**config.mk**
```make
export PLATFORM = sky130hd
export DESIGN_NAME = router_dest_port_flat
export DESIGN_NICKNAME = d
export VERILOG_FILES = /design/src/rtl/router_dest_port_if.sv /design/src/rtl/router_dest_port.sv /design/src/flat_wrapper.sv
export SDC_FILE = /design/constraint.sdc
export NUM_CORES = 1
export LEC_CHECK = 0
export CAP_MARGIN = 0
export CORE_MARGIN = 2
export CORE_UTILIZATION = 55
export DETAILED_ROUTE_END_ITERATION = 10
export PLACE_DENSITY = 0.78
export SKIP_LAST_GASP = 1
export SLEW_MARGIN = 10
export SYNTH_ARGS = -nofsm -noshare
export SYNTH_HDL_FRONTEND = slang
export SYNTH_SLANG_ARGS = --single-unit
```
**constraint.sdc**
```tcl
create_clock -name clock -period 9.1 [get_ports clock]
set_clock_uncertainty 0.05 [all_clocks]
set_input_delay 2.275 -clock clock [delete_from_list [all_inputs] [get_ports clock]]
set_output_delay 2.275 -clock clock [all_outputs]
set_load 0.01 [all_outputs]
```
**src/rtl/router_dest_port_if.sv**
```systemverilog
// router_dest_port_if: byte push/pop bus between router core, reader and one destination port
//   write_enb/data_in   core -> port push request and byte
//   read_enb            reader -> port pop request
//   data_out            port -> reader registered popped byte
//   vld_out/full/empty  port status flags
//   soft_reset          port one-cycle timeout flush pulse
interface router_dest_port_if #(
    parameter int WIDTH = 8
);
    logic             write_enb;
    logic [WIDTH-1:0] data_in;
    logic             read_enb;
    logic [WIDTH-1:0] data_out;
    logic             vld_out;
    logic             full;
    logic             empty;
    logic             soft_reset;

    modport master (
        output write_enb, data_in, read_enb,
        input  data_out, vld_out, full, empty, soft_reset
    );

    modport slave (
        input  write_enb, data_in, read_enb,
        output data_out, vld_out, full, empty, soft_reset
    );
endinterface

```
**src/rtl/router_dest_port.sv**
```systemverilog
// router_dest_port: destination-port byte FIFO with reader timeout flush
//   clock   single clock, all state on posedge
//   resetn  asynchronous active-low reset
//   bus     slave side of router_dest_port_if (push, pop, data_out, flags, soft_reset)
module router_dest_port #(
    parameter int DEPTH   = 16,
    parameter int WIDTH   = 8,
    parameter int TIMEOUT = 30
) (
    input  logic               clock,
    input  logic               resetn,
    router_dest_port_if.slave  bus
);
    localparam int AW = $clog2(DEPTH);
    localparam int TW = $clog2(TIMEOUT);

    logic [WIDTH-1:0] r_mem [DEPTH];
    logic [AW-1:0]    r_wr_ptr;
    logic [AW-1:0]    r_rd_ptr;
    logic [AW:0]      r_count;
    logic [WIDTH-1:0] r_data_out;
    logic             r_soft_reset;
    logic [TW-1:0]    r_tcnt;

    logic w_empty;
    logic w_full;
    logic w_push;
    logic w_pop;
    logic w_flush;

    assign w_empty = r_count == '0;
    assign w_full  = r_count == (AW+1)'(DEPTH);
    assign w_push  = bus.write_enb && !w_full;
    assign w_pop   = bus.read_enb && !w_empty;
    // reader has left a byte unread for TIMEOUT consecutive cycles
    assign w_flush = !w_empty && !bus.read_enb && r_tcnt == TW'(TIMEOUT - 1);

    assign bus.data_out   = r_data_out;
    assign bus.vld_out    = !w_empty;
    assign bus.full       = w_full;
    assign bus.empty      = w_empty;
    assign bus.soft_reset = r_soft_reset;

    // storage needs no reset; a push on the flush edge is dropped
    always_ff @(posedge clock) begin
        if (w_push && !w_flush)
            r_mem[r_wr_ptr] <= bus.data_in;
    end

    always_ff @(posedge clock or negedge resetn) begin
        if (!resetn) begin
            r_wr_ptr     <= '0;
            r_rd_ptr     <= '0;
            r_count      <= '0;
            r_data_out   <= '0;
            r_soft_reset <= 1'b0;
            r_tcnt       <= '0;
        end else begin
            r_soft_reset <= w_flush;
            if (w_flush) begin
                r_wr_ptr   <= '0;
                r_rd_ptr   <= '0;
                r_count    <= '0;
                r_data_out <= '0;
                r_tcnt     <= '0;
            end else begin
                if (w_push)
                    r_wr_ptr <= r_wr_ptr + AW'(1);
                if (w_pop) begin
                    r_data_out <= r_mem[r_rd_ptr];
                    r_rd_ptr   <= r_rd_ptr + AW'(1);
                end
                r_count <= r_count + (AW+1)'(w_push) - (AW+1)'(w_pop);
                r_tcnt  <= (w_empty || bus.read_enb) ? '0 : r_tcnt + TW'(1);
            end
        end
    end
endmodule

```
**src/flat_wrapper.sv**
```systemverilog
// flat-port wrapper written by rule: the top's interface ports become plain ports
module router_dest_port_flat 
#(
    parameter int DEPTH   = 16,
    parameter int WIDTH   = 8,
    parameter int TIMEOUT = 30
)
  (clock, resetn, bus_write_enb, bus_data_in, bus_read_enb, bus_data_out, bus_vld_out, bus_full, bus_empty, bus_soft_reset);
  router_dest_port_if #(.WIDTH(WIDTH)) bus_i ();
  input  logic clock;
  input  logic resetn;
  input wire logic [$bits(bus_i.write_enb)-1:0] bus_write_enb;
  input wire logic [$bits(bus_i.data_in)-1:0] bus_data_in;
  input wire logic [$bits(bus_i.read_enb)-1:0] bus_read_enb;
  output wire logic [$bits(bus_i.data_out)-1:0] bus_data_out;
  output wire logic [$bits(bus_i.vld_out)-1:0] bus_vld_out;
  output wire logic [$bits(bus_i.full)-1:0] bus_full;
  output wire logic [$bits(bus_i.empty)-1:0] bus_empty;
  output wire logic [$bits(bus_i.soft_reset)-1:0] bus_soft_reset;
  assign bus_i.write_enb = bus_write_enb;
  assign bus_i.data_in = bus_data_in;
  assign bus_i.read_enb = bus_read_enb;
  assign bus_data_out = bus_i.data_out;
  assign bus_vld_out = bus_i.vld_out;
  assign bus_full = bus_i.full;
  assign bus_empty = bus_i.empty;
  assign bus_soft_reset = bus_i.soft_reset;
  router_dest_port #(.DEPTH(DEPTH), .WIDTH(WIDTH), .TIMEOUT(TIMEOUT)) u_core (.clock(clock), .resetn(resetn), .bus(bus_i));
endmodule
```
# Word level (Yosys, flattened, before mapping)
# Memories as Yosys holds them, arrays and structs flattened.
# Index checks and enable logic that the tools add are counted.
[classes]
addsub = 5
multipliers = 0
div = 0
magnitude_cmp = 0
n_eq_ne = 2
shift = 0
mux = 11
bitwise = 0
reduce_logical = 13
[ops]
columns = ["op", "n"]
rows = [
  ["2-to-1 mux 4 bit", 4],
  ["2-to-1 mux 8 bit", 2],
  ["2-to-1 mux 5 bit", 3],
  ["== test 5 bit (second input constant)", 2],
  ["adder 4 x 1 -> 4 bit (second input constant)", 2],
  ["adder 5 x 1 -> 5 bit", 1],
  ["adder 5 x 1 -> 5 bit (second input constant)", 1],
  ["logical AND 1 bit", 5],
  ["logical NOT 5 bit", 1],
  ["subtractor 5 x 1 -> 5 bit", 1],
  ["logical NOT 1 bit", 4],
  ["nonzero test 2 bit", 2],
  ["2-to-1 mux 1 bit", 2],
  ["logical OR 1 bit", 1],
]
[totals]
ff_bits = 27
latch_bits = 0
mem_bits_rw = 128
mem_bits_ro = 0
inputBits = 12
output_inout_bits = 12
word_cells = 38
memories = 1
[memory_table]
columns = ["memory", "depth", "word_bits", "rd", "rd_ports_with_merged_regs", "wr", "line", "rtl"]
rows = [
  ["u_core.r_mem", 16, 8, 1, 0, 1, "router_dest_port.sv:17", "logic [WIDTH-1:0] r_mem [DEPTH];"],
]

# Longest topological paths before layout
[depth]
depth_word = 8
depth_mapped = 15
mapped_depth_nobuf = 14

# Least setup slack after synthesis
# No wires, ideal clock.
[synth_path]
kind = "input -> register"
from = "in bus_read_enb"
to = "reg u_core.r_count[4]"
setup_time_ns = 0.144
arrival_ns = 4.050
required_time_ns = 8.906
setup_slack_ns = 4.856
stages = 12
n_path_buf = 1
cell_sequence = "clkbuf_1 > nand2_1 > clkinv_1 > ha_1 > inv_1 > ha_1 > inv_1 > fa_1 > nor2b_1 > o21bai_1 > a21oi_1 > nor3b_1"
[synth_via]
elab_chain_cells = 4
elab_cells_between_ends = 6
classes_between = "add/sub (1); mux (1); reduce/logical (4)"
[synth_rtl]
columns = ["item", "line", "rtl"]
rows = [
  ["start, declared", "flat_wrapper.sv:14", "input wire logic [$bits(bus_i.read_enb)-1:0] bus_read_enb;"],
  ["branches (longest 3 deep; another with subtractor 5 x 1 -> 5 bit)", "-", ""],
  ["2-to-1 mux 5 bit (*)", "router_dest_port.sv:60", "if (w_flush) begin"],
  ["end signal, assigned", "router_dest_port.sv:73", "r_count <= r_count + (AW+1)'(w_push) - (AW+1)'(w_pop);"],
  ["end, declared", "router_dest_port.sv:20", "logic [AW:0] r_count;"],
]
# Mark *: on every way between the ends.
# A chain may end at the register's enable or synchronous reset.

# Worst setup path after layout
[layout_path]
from = "reg u_core.r_count[2]"
to = "out bus_empty"
[layout_via]
elab_chain_cells = 1
[layout_rtl]
columns = ["item", "line", "rtl"]
rows = [
  ["logical NOT 5 bit", "router_dest_port.sv:31", "assign w_empty = r_count == '0;"],
  ["end, declared", "flat_wrapper.sv:18", "output wire logic [$bits(bus_i.empty)-1:0] bus_empty;"],
]
# Every way passes these cells.

==> out/results.ini <==
[outcome]
run_status = complete, no violations

[critical_path]
cp.required_ns = 6.78
startpoint_type = flop
path_delay_family = buffers and inverters
end_kind = primary output
path_class = flop to primary output
cpPeakStageDelay_ns = 0.59
crit_fanout = 7
crit_slowest_cell = or4b_1
path_cells = inv_1, ha_1, or4b_1, clkinv_2, clkdlybuf4s50_1
worst_ep_arrival_time_ns = 2.31
critPathBufInv = 3

[power]
combPwrFrac_pct = 25.9
seq_power_share_pct = 43.0
p_int_mw = 1.59
netSwitchingFraction_pct = 30.2
ir_drop_mv = 0.175
p_leak_nw = 2.65
p_clk_share_pct = 31.1
p_sw_mw = 0.689
p_per_area_mw_per_mm2 = 310

[cts]
clk_pin_slew_worst_paths_ns = 0.06
htreeDepth = 4
cts_tree = yes
max-clock-path-buffers = 2
cts_resized = 0
clk_latency_ns = 0.42
cts_inserted_buffers = 17
cts.sinks = 155
ctsHoldBuffers = 0
post_cts_buffers = 0
cts-root-buf = clkbuf_16

[die]
ios = 24
rows = 39
initial_utilization_pct = 56.3
die_w_um = 112
die_area_mm2 = 0.0126
core_area_mm2 = 0.0114
die_h_um = 112

[finish]
syn_to_final_growth_pct = 14.5
utilization_pct = 64.5
antenna_cells = 0
final_nets = 417
final_layout_size_suffix_gt1_share_pct = 14.9
fin_area_mm2 = 0.00737

[sta]
slew_headroom_pct = 15.2
period_minus_slack_ns = 4.63
final-hold-violation-count = 0
slew_violations = 0
rsz0062_at_grt = no
tightestPinTransition_ns = 1.27
finalCritPeriodShare_pct = 50.9
fmax_ghz = 0.216
setup-violations-final = 0
setup_tns_ns = 0

[synthesis]
ys_warn_count = 0
synth.distinct_cells = 44
synth_top_cell_area_share_pct = 59.8
synth_cells = 363
syn_avg_cell_area_um2 = 17.7
ys_seq_area_share_pct = 70.3
synth_top_cells_by_area = edfxtp_1 60%, dfrtp_1 11%, mux4_2 6.7%
syn_nets = 389
yosysTopAreaCell = edfxtp_1
netlist_area_mm2 = 0.00643
ys_seq_elements = 155

[global_route]
antenna_found_initial = 0
grt_pass1_vias = 3402
overflow = 0
grt_usage_pct = 19.9
grt_max_degree = 30
grt_pass1_wl_mm = 18.5

[routing]
routedWlPerCell_um = 20.7
first_pass_iters = 4
postRouteWirelength_mm = 11.3
initialDrtViolationCount = 205
detail-route-antenna-nets = 0
num_vias = 3196
drc = 0
vias_per_cell = 5.84

[place]
gp_congestion = 0.754
hpwlAfterDp_mm = 7.07
dpl_cell_area_mm2 = 0.00676
io_buffers = 23

[run]
cap_violations = 0

[worst_hold_path]
worstHoldPathType = flop to flop

[layout by cell type (no fill, tap or decap), drive strengths merged, types with 2 or more instances in the layout]
master and n:
a211o 8, clkdlybuf4s50 23, a21oi 4, o21ai 2
nand2 14, ha 13, mux4 24, dfrtp 27
a32o 8, clkinvlp 2, xnor2 3, inv 22
clkinv 8, nor2 16, clkbuf 17, nor2b 3
bufinv 2, buf 3, and2 12, and3 2
nand3 8, o22ai 8, edfxtp 128, nor3b 2
xor2 7, mux2i 24, nor4b 2
[cell type report]
type / count / area, µm²
flip-flops and latches: 155 / 4520
multi-input cells: 172 / 1730
well taps: 143 / 179
clock buffers: 17 / 425
clock inverters: 15 / 186
repair buffers: 26 / 253
fillers: 789 / 4050
inverters: 19 / 72.6
[worst paths after layout]
| check | from | endpoint | slack [ns] | depth (start not counted) |
|---|---|---|---|---|
| max in group asynchronous | resetn | u_core.r_rd_ptr[0] | 6.53 | 2 |
| min | u_core.r_tcnt[0] | u_core.r_tcnt[0] | 0.45 | 1 |
| max reg2reg | u_core.r_count[2] | u_core.r_count[4] | 5.70 | 14 |
| max | u_core.r_count[2] | bus_empty | 4.47 | 5 |
| min reg2reg | u_core.r_tcnt[0] | u_core.r_tcnt[0] | 0.45 | 1 |
| min in group asynchronous | resetn | u_core.bus.soft_reset | 2.18 | 2 |
[per-stage QoR]
stage / worst slack, ns / std cells / power (mW) / hold slack [ns]
after floorplan: 4.86 / 363 / 1.41 / 0.410
after global placement: 4.24 / 515 / 1.56 / 0.426
after detailed placement: 4.15 / 515 / 1.58 / 0.444
after CTS: 4.44 / 547 / 2.30 / 0.452
after global routing: 4.28 / 547 / 2.40 / 0.475
final: 4.47 / 547 / 2.28 / 0.448
[power by group through the flow]
stage                     registers, mW  clock network, mW  logic [mW]
after CTS                         0.981              0.721       0.599
after global routing              0.992              0.745       0.659
final                             0.981              0.709       0.591
after floorplan                   0.942                  0       0.470
after detailed placement          0.995                  0       0.590
after global placement            0.987                  0       0.571
[kinds of logic (layout without fill, tap and decap cells)]
group	after synthesis	in the layout	share of synthesized area (%)
flops	155	155	70.3
simple gates	68	68	6.48
mux	48	48	12.4
buf+inv	36	77	2.82
compound gates	32	32	3.81
fa+ha+maj	14	14	2.84
xor+xnor	10	10	1.36
[sequential cells by signal, summed over array words and instances, names as in the netlist]
register,cells
u_core.r_wr_ptr,4
u_core.r_tcnt,5
u_core.bus.soft_reset,1
u_core.r_rd_ptr,4
u_core.r_mem,128
u_core.bus.data_out,8
u_core.r_count,5
[cell usage after synthesis (all sizes together)]
master   number
edfxtp      128
dfrtp        27
mux2i        24
mux4         24
inv          17
nor2         16
nand2        14
ha           13
and2         12
buf          11
a211o         8
a32o          8
nand3         8
o22ai         8
xor2          7
clkbuf        6
a21oi         4
nor2b         3
xnor2         3
and3          2
clkinv        2
nor3b         2
nor4b         2
o21ai         2
a21o          1
and4          1
fa            1
nand2b        1
nand4b        1
nand4bb       1
nor3          1
nor4          1
o21bai        1
or2           1
or3           1
or4b          1
[worst reg2reg max path, stage by stage, from the launching register on]
cell,delay [ns]
dfrtp_1,0.39
inv_1,0.08
ha_1,0.16
or4b_1,0.59
nand2_1,0.17
clkinv_1,0.27
ha_1,0.38
inv_1,0.07
ha_1,0.17
inv_1,0.07
fa_1,0.37
nor2b_1,0.16
o21bai_1,0.10
a21oi_1,0.15
nor3b_1,0.06
[metal layers]
layer,global-route usage [%],wire length [µm]
met1,26.5,4840
met2,31.6,5720
met3,4.86,469
met4,9.11,283
met5,0,0
(Power assumes the default switching activity.)
